## config.mk

```make
export PLATFORM = sky130hd
export DESIGN_NAME = hazard_fwd_scoreboard
export DESIGN_NICKNAME = d
export VERILOG_FILES = /design/src/rtl/hazard_fwd_scoreboard.sv
export SDC_FILE = /design/constraint.sdc
export NUM_CORES = 1
export LEC_CHECK = 0
export BUFFER_PORTS_ARGS = -buffer_cell sky130_fd_sc_hd__buf_2
export CORE_AREA = 8 8 97 99
export CTS_BUF_LIST = sky130_fd_sc_hd__clkbuf_4 sky130_fd_sc_hd__clkbuf_8
export DETAILED_ROUTE_END_ITERATION = 8
export DIE_AREA = 0 0 105 107
export PLACE_DENSITY_LB_ADDON = 0.15
export SYNTH_ARGS = -nofsm -noshare
export SYNTH_HDL_FRONTEND = slang
export SYNTH_SLANG_ARGS = --single-unit
```

## constraint.sdc

```tcl
create_clock -name clk -period 7.55 [get_ports clk]
set_input_delay 0.755 -clock clk [delete_from_list [all_inputs] [get_ports clk]]
set_output_delay 0.755 -clock clk [all_outputs]
set_load 0.02 [all_outputs]
```

## src/rtl/hazard_fwd_scoreboard.sv

```systemverilog
// rtl/hazard_fwd_scoreboard.sv - in-flight writer scoreboard driving decode stall and operand forwarding selects
module hazard_fwd_scoreboard #(
    parameter int NUM_SRC   = 2,
    parameter int STAGES    = 3,
    parameter int REG_IDX_W = 5,
    parameter int SELW      = $clog2(STAGES + 1),
    parameter int RSW       = $clog2(STAGES)
) (
    input  logic                         clk,
    input  logic                         rst,
    input  logic                         id_valid_i,
    input  logic [NUM_SRC*REG_IDX_W-1:0] id_src_idx_i,
    input  logic [NUM_SRC-1:0]           id_src_used_i,
    input  logic                         id_reg_wr_i,
    input  logic [REG_IDX_W-1:0]         id_dest_idx_i,
    input  logic [RSW-1:0]               id_ready_stage_i,
    input  logic                         flush_i,
    input  logic                         hold_i,
    output logic                         stall_o,
    output logic [NUM_SRC*SELW-1:0]      fwd_sel_o,
    output logic [SELW-1:0]              inflight_o,
    output logic [31:0]                  stall_cycles_o
);

    logic [STAGES-1:0]    valid_q;
    logic [REG_IDX_W-1:0] dest_q  [STAGES];
    logic [RSW-1:0]       ready_q [STAGES];

    logic                 hazard;
    logic                 insert;
    logic [REG_IDX_W-1:0] src;
    logic                 hit;
    int                   hit_s;

    // Scan oldest to youngest so the youngest matching writer is the one left standing.
    always_comb begin
        fwd_sel_o = '0;
        hazard    = 1'b0;
        src       = '0;
        hit       = 1'b0;
        hit_s     = 0;
        for (int k = 0; k < NUM_SRC; k++) begin
            src   = id_src_idx_i[k*REG_IDX_W +: REG_IDX_W];
            hit   = 1'b0;
            hit_s = 0;
            for (int s = STAGES - 1; s >= 0; s--) begin
                if (valid_q[s] && dest_q[s] == src) begin
                    hit   = 1'b1;
                    hit_s = s;
                end
            end
            if (id_src_used_i[k] && src != '0 && hit) begin
                if (hit_s >= int'(ready_q[hit_s]))
                    fwd_sel_o[k*SELW +: SELW] = SELW'(hit_s + 1);
                else
                    hazard = 1'b1;
            end
        end
    end

    assign stall_o = id_valid_i & ~flush_i & (hold_i | hazard);
    assign insert  = id_valid_i & id_reg_wr_i & (id_dest_idx_i != '0) & ~flush_i & ~stall_o;

    always_comb begin
        inflight_o = '0;
        for (int s = 0; s < STAGES; s++)
            inflight_o = inflight_o + SELW'(valid_q[s]);
    end

    always_ff @(posedge clk or posedge rst) begin
        if (rst) begin
            valid_q        <= '0;
            stall_cycles_o <= '0;
            for (int s = 0; s < STAGES; s++) begin
                dest_q[s]  <= '0;
                ready_q[s] <= '0;
            end
        end else if (!hold_i) begin
            for (int s = 1; s < STAGES; s++) begin
                valid_q[s] <= valid_q[s-1];
                dest_q[s]  <= dest_q[s-1];
                ready_q[s] <= ready_q[s-1];
            end
            valid_q[0] <= insert;
            dest_q[0]  <= id_dest_idx_i;
            ready_q[0] <= id_ready_stage_i;
            if (stall_o && stall_cycles_o != 32'hFFFF_FFFF)
                stall_cycles_o <= stall_cycles_o + 32'd1;
        end
    end

    a_ready_stage_legal: assert property (@(posedge clk) disable iff (rst)
        (id_valid_i && id_reg_wr_i) |-> (int'(id_ready_stage_i) < STAGES));

endmodule

```

**Word-level counts from Yosys, hierarchy flattened**

Cells that the tools add are included.

- Register bits: 56
- Bits of input ports: 25
- Logic and storage cells: 77

- Add/subtract/negate cells: 5
- $lt $le $gt $ge: 4
- Eq/ne operators: 7
- Multiplexer cells: 26
- Bitwise gates (word level): 12
- Reductions and logical operators: 15

Operator list:

| cell | number |
|---|---|
| 32-bit two-way mux | 4 |
| 32-bit by 3-bit greater-or-equal comparator with 1-bit output | 2 |
| 32-bit by 3-bit greater-or-equal comparator with 1-bit output, second input constant | 2 |
| 32-bit inverter | 2 |
| 32-bit by 1-bit adder with 32-bit output, second input constant | 1 |
| 32-bit != test, second input constant | 1 |
| 5-bit == test | 6 |
| 2-bit two-way mux | 10 |
| 5-bit nonzero test | 3 |
| 1-bit logical AND | 11 |
| 1-bit two-way mux | 10 |
| 2-bit binary-select mux with 2-bit select | 2 |
| 1-bit AND | 6 |
| 2-bit adder, second input constant | 2 |
| 1-bit inverter | 3 |
| 1-bit by 1-bit adder with 2-bit output | 1 |
| 2-bit by 1-bit adder with 2-bit output | 1 |
| 2-bit AND reduction | 1 |
| 1-bit OR | 1 |

**Longest topological paths before layout**

- Depth in word-level cells: 18
- Mapped depth: 15

**Worst setup path after synthesis**

No wires, ideal clock.

- Path kind: input -> output
- Start: input id_src_idx_i[4]
- End: output stall_o
- Arrival time: 3.700 ns
- Setup slack: 3.095 ns
- Stages: 12
- Cell sequence: xor2_1 > nor4_1 > and3_1 > nor3b_1 > o21ai_0 > ha_1 > nand2b_1 > a21o_1 > o32a_4 > buf_2 > nor2b_1 > nor3b_1

- Word-level cells in the longest chain between the ends: 16
- Elaborated cells between the ends (all ways): 26

RTL lines:

| element | RTL line | text |
|---|---|---|
| start, declared | 12 | `input logic [NUM_SRC*REG_IDX_W-1:0] id_src_idx_i,` |
| 5-bit == test | 47 | `if (valid_q[s] && dest_q[s] == src) begin` |
| 1-bit logical AND | 47 |  |
| 2-bit two-way mux | 47 |  |
| 32-bit two-way mux (2 in series) | 47 |  |
| 32-bit inverter (implied by the code) | 53 | `if (hit_s >= int'(ready_q[hit_s]))` |
| 2-bit binary-select mux with 2-bit select | 53 |  |
| 2-bit two-way mux (implied by the code) (2 in series) | 53 |  |
| 32-bit by 3-bit greater-or-equal comparator with 1-bit output | 53 |  |
| 1-bit two-way mux | 53 |  |
| 1-bit two-way mux * | 52 | `if (id_src_used_i[k] && src != '0 && hit) begin` |
| 1-bit two-way mux | 53 |  |
| 1-bit two-way mux * | 52 |  |
| 1-bit OR * | 61 | `assign stall_o = id_valid_i & ~flush_i & (hold_i \| hazard);` |
| 1-bit AND * | 61 |  |
| end, declared | 19 | `output logic stall_o,` |

Every way passes the cells marked *; elsewhere a longest branch is shown, timed or not. The select of a mux whose other input is x is not followed.

**Final worst setup path**

Same ends and word-level chain as after synthesis.

==> impl_summary.log <==
INFO  metric routedLengthMet1 = 3.48 mm
INFO  metric wl_met3 = 351 um
INFO  metric drv_cap = 0
INFO  metric dr_total_vias = 2,502
INFO  metric globalRouteTotalUtil = 14.3%
INFO  metric grt_antenna_before_repair = 0
INFO  metric synth.cell_area = 0.00331 sq mm
INFO  metric final-max-slew-violation-count = 0
INFO  metric clock-skew-final = 8.43 ps
INFO  metric postSynthRegisterBits = 56
INFO  metric critical_path.max_fanout = 33
INFO  metric clockRootBuffer = sky130_fd_sc_hd__clkbuf_8
INFO  metric post_layout_nonfiller_instances = 467
INFO  metric critPathRequiredTime = 6800 ps
INFO  metric synth_compound_area_share = 3.13%
INFO  metric resize_count_post_cts = 0
INFO  metric synth_top_flop_cell = sky130_fd_sc_hd__dfrtp_1
INFO  metric final.setup.tns = 0 ps
INFO  metric routed.top_layer = met4
INFO  metric postSynth.asyncResetShare = 100%
INFO  metric relative_slew_margins = 52.3%
INFO  metric dieArea = 0.0112 sq mm
INFO  metric route.detailed.vias_per_inst = 5.36
INFO  metric post_layout_worst_setup_margin = 2760 ps
INFO  metric grt.overflow.total = 0
INFO  metric synthCells = 300
INFO  metric crit_path_cell_trace = buf_2 > xor2_1 > nor4_1 > and3_1 > nor3b_1 > o21ai_0 > ha_1 > nand2b_1 > a21o_1 > o32a_4 > nor2b_1 > nor3b_1 > buf_2
INFO  metric route.detailed.drc = 0
INFO  metric cts_tree = done
INFO  metric grt_max_degree = 57
INFO  metric standby_leakage_power = 1.86 nW
INFO  metric initial_utilization = 41.8%
INFO  metric design.core.area = 0.00793 sq mm
INFO  metric tightestPinTransition = 716 ps
INFO  metric rsz0062_at_grt = false
INFO  metric grt_pass1_wl = 13.5 mm
INFO  metric synth_xor_area_share = 16.1%
INFO  metric worst_ir_drop_vdd = 74.8 uV
INFO  metric insertion_delay = 310 ps
INFO  metric dominant_combinational_cell_family_by_area_after_synthesis = simple AND/OR/NAND/NOR gates
INFO  metric yosysTopAreaCellShare = 42.3%
INFO  metric critPathMaxStageDelay = 550 ps
INFO  metric synth-edff-count = 0
INFO  metric place_ws = 2740 ps
INFO  metric numPortBuffers = 63
INFO  metric placed_cells = 459
INFO  metric layout_min_cycle_time = 4790 ps
INFO  metric worst-setup-path-type = in2out
INFO  metric power_density = 166 mW/mm^2
INFO  metric clkSlewWorstSetupHoldPaths = 90 ps
INFO  metric max_clock_freq = 0.209 GHz
INFO  metric chipWidth = 105 um
INFO  metric cts_setup_buffers = 0
INFO  metric cts_made_buffers = 5
INFO  metric drt_iter0_markers = 77
INFO  metric ios = 64
INFO  metric routed_met2_length = 3.70 mm
INFO  metric synth_cell_type_count = 45
INFO  metric num-nets-final = 392
INFO  metric yosysWarningCount = 0
INFO  metric synthesis.area_per_instance = 11.0 sq um
INFO  metric num_rows = 33
INFO  metric cts_buffer_depth = 2
INFO  metric synth_mux_area_share = 9.06%
INFO  metric ys_seq_area_share = 42.3%
INFO  metric cts_h_tree_lvls = 2
INFO  metric vias_in_the_first_global_route = 2,706
INFO  metric hold_viol = 0
INFO  metric layout.core_utilization = 48.5%
INFO  metric tcrit_tclk_final = 63.5%
INFO  metric critPathLaunchType = input pin
INFO  metric share_of_cells_above_drive_strength_1 = 32.9%
INFO  metric mostFrequentLayoutCell = sky130_fd_sc_hd__buf_2
INFO  metric synthesis.nets = 331
INFO  metric status = finished clean
INFO  metric postRouteAntennaNets = 0
INFO  metric synth_top_area_cell = sky130_fd_sc_hd__dfrtp_1
INFO  metric arrival = 4040 ps
INFO  metric yosys-top-cells-area = sky130_fd_sc_hd__dfrtp_1, sky130_fd_sc_hd__xor2_1, sky130_fd_sc_hd__mux2_2
INFO  metric wl_per_cell = 16.4 um
INFO  metric hold-worst-slack = 498 ps
INFO  metric area.growth.synth_to_final = 16.1%
INFO  metric setup_viol_count_final = 0
INFO  metric post_synth_and_or_nand_nor_area_fraction = 24.6%
INFO  metric synth_adder_area_share = 2.49%
INFO  metric total_routed_length = 7.65 mm
INFO  metric commonest_cells_after_routing_fill_and_taps_aside = sky130_fd_sc_hd__buf_2, sky130_fd_sc_hd__dfrtp_1, sky130_fd_sc_hd__xor2_1, sky130_fd_sc_hd__mux2_2, sky130_fd_sc_hd__nand2_1
INFO  metric routabilityCongestion = 0.896
INFO  metric path_class_of_the_lowest_slack_min_delay_path = reg2reg
INFO  metric worstSetupEndpointType = output pin
INFO  metric slowest_stage = sky130_fd_sc_hd__o32a_4
INFO  metric numClockSinks = 56
INFO  metric drt-pass1-iter-count = 4
INFO  metric die_h = 107 um
INFO  metric dp_hpwl = 5.78 mm
INFO  metric holdBufCountCts = 0
INFO  metric diodes = 0
Yosys cell counts (all sizes together), types with 3 or more instances:
cell,count
xor2,52
mux2i,3
and3,9
dfrtp,56
nand3,11
inv,3
nor2b,4
nor2,11
buf,8
nand2b,3
clkbuf,4
nor4,23
xnor2,9
nor3,9
nand2,16
mux2,24
a21oi,3
o21ai,4
nand4,14
nor3b,8
ha,5
or4,4
flip-flops by register name, summed over array words and instances, names as in the netlist:
| signal | flops |
|---|---|
| valid_q | 3 |
| ready_q | 6 |
| dest_q | 15 |
| stall_cycles_o | 32 |
where the power goes:
part,switching [mW],internal [mW],total [mW]
combinational,0.0403,0.0437,0.0841
clock,0.0933,0.117,0.210
sequential,0.0246,0.318,0.343
routing by layer:
| metal | vias up | global-route usage, % |
|---|---|---|
| met3 | 10 | 3.42 |
| li1 | 1207 | - |
| met1 | 1229 | 17.8 |
| met4 | 0 | 4.28 |
| met2 | 56 | 24.2 |
| met5 | - | 0 |
area by class of cell:
class,instances,area [sq um]
fill,782,4080
sequential,56,1400
clock buffer,7,96.3
multi-input combinational,229,1840
tap,105,131
timing repair buffer,66,338
clock inverter,1,30.0
inverter,3,11.3
path summary, 6_finish.rpt:
kind                       cells past startpoint                              to  slack (ps)                      startpoint
max                                           13                         stall_o        2760                 id_src_idx_i[4]
max reg2reg                                   11   stall_cycles_o[1]$_DFFE_PP0P_        3760           dest_q[1]$_DFFE_PP0N_
min reg2reg                                    1  stall_cycles_o[15]$_DFFE_PP0P_         500  stall_cycles_o[15]$_DFFE_PP0P_
min in group asynchronous                      3  stall_cycles_o[13]$_DFFE_PP0P_         610                             rst
min                                            1  stall_cycles_o[15]$_DFFE_PP0P_         500  stall_cycles_o[15]$_DFFE_PP0P_
max in group asynchronous                      3  stall_cycles_o[26]$_DFFE_PP0P_        6440                             rst
metrics by stage:
step,total power [mW],area [sq um]
6_report,0.637,3850
4_1_cts,0.650,3850
3_5_place_dp,0.435,3720
2_1_floorplan,0.404,3310
3_3_place_gp,0.433,3720
5_1_grt,0.672,3850
critical path, delay by kind of cell:
family          cells  cell delay [ps]
simple gates        6             1540
compound gates      3              930
buf+inv             2              320
xor+xnor            1              160
fa+ha+maj           1              300
cells by family after synthesis:
group           Yosys count
simple gates            121
xor+xnor                 61
flops                    56
mux                      27
buf+inv                  15
compound gates           14
fa+ha+maj                 6
Power figures use the tool's default switching activity.
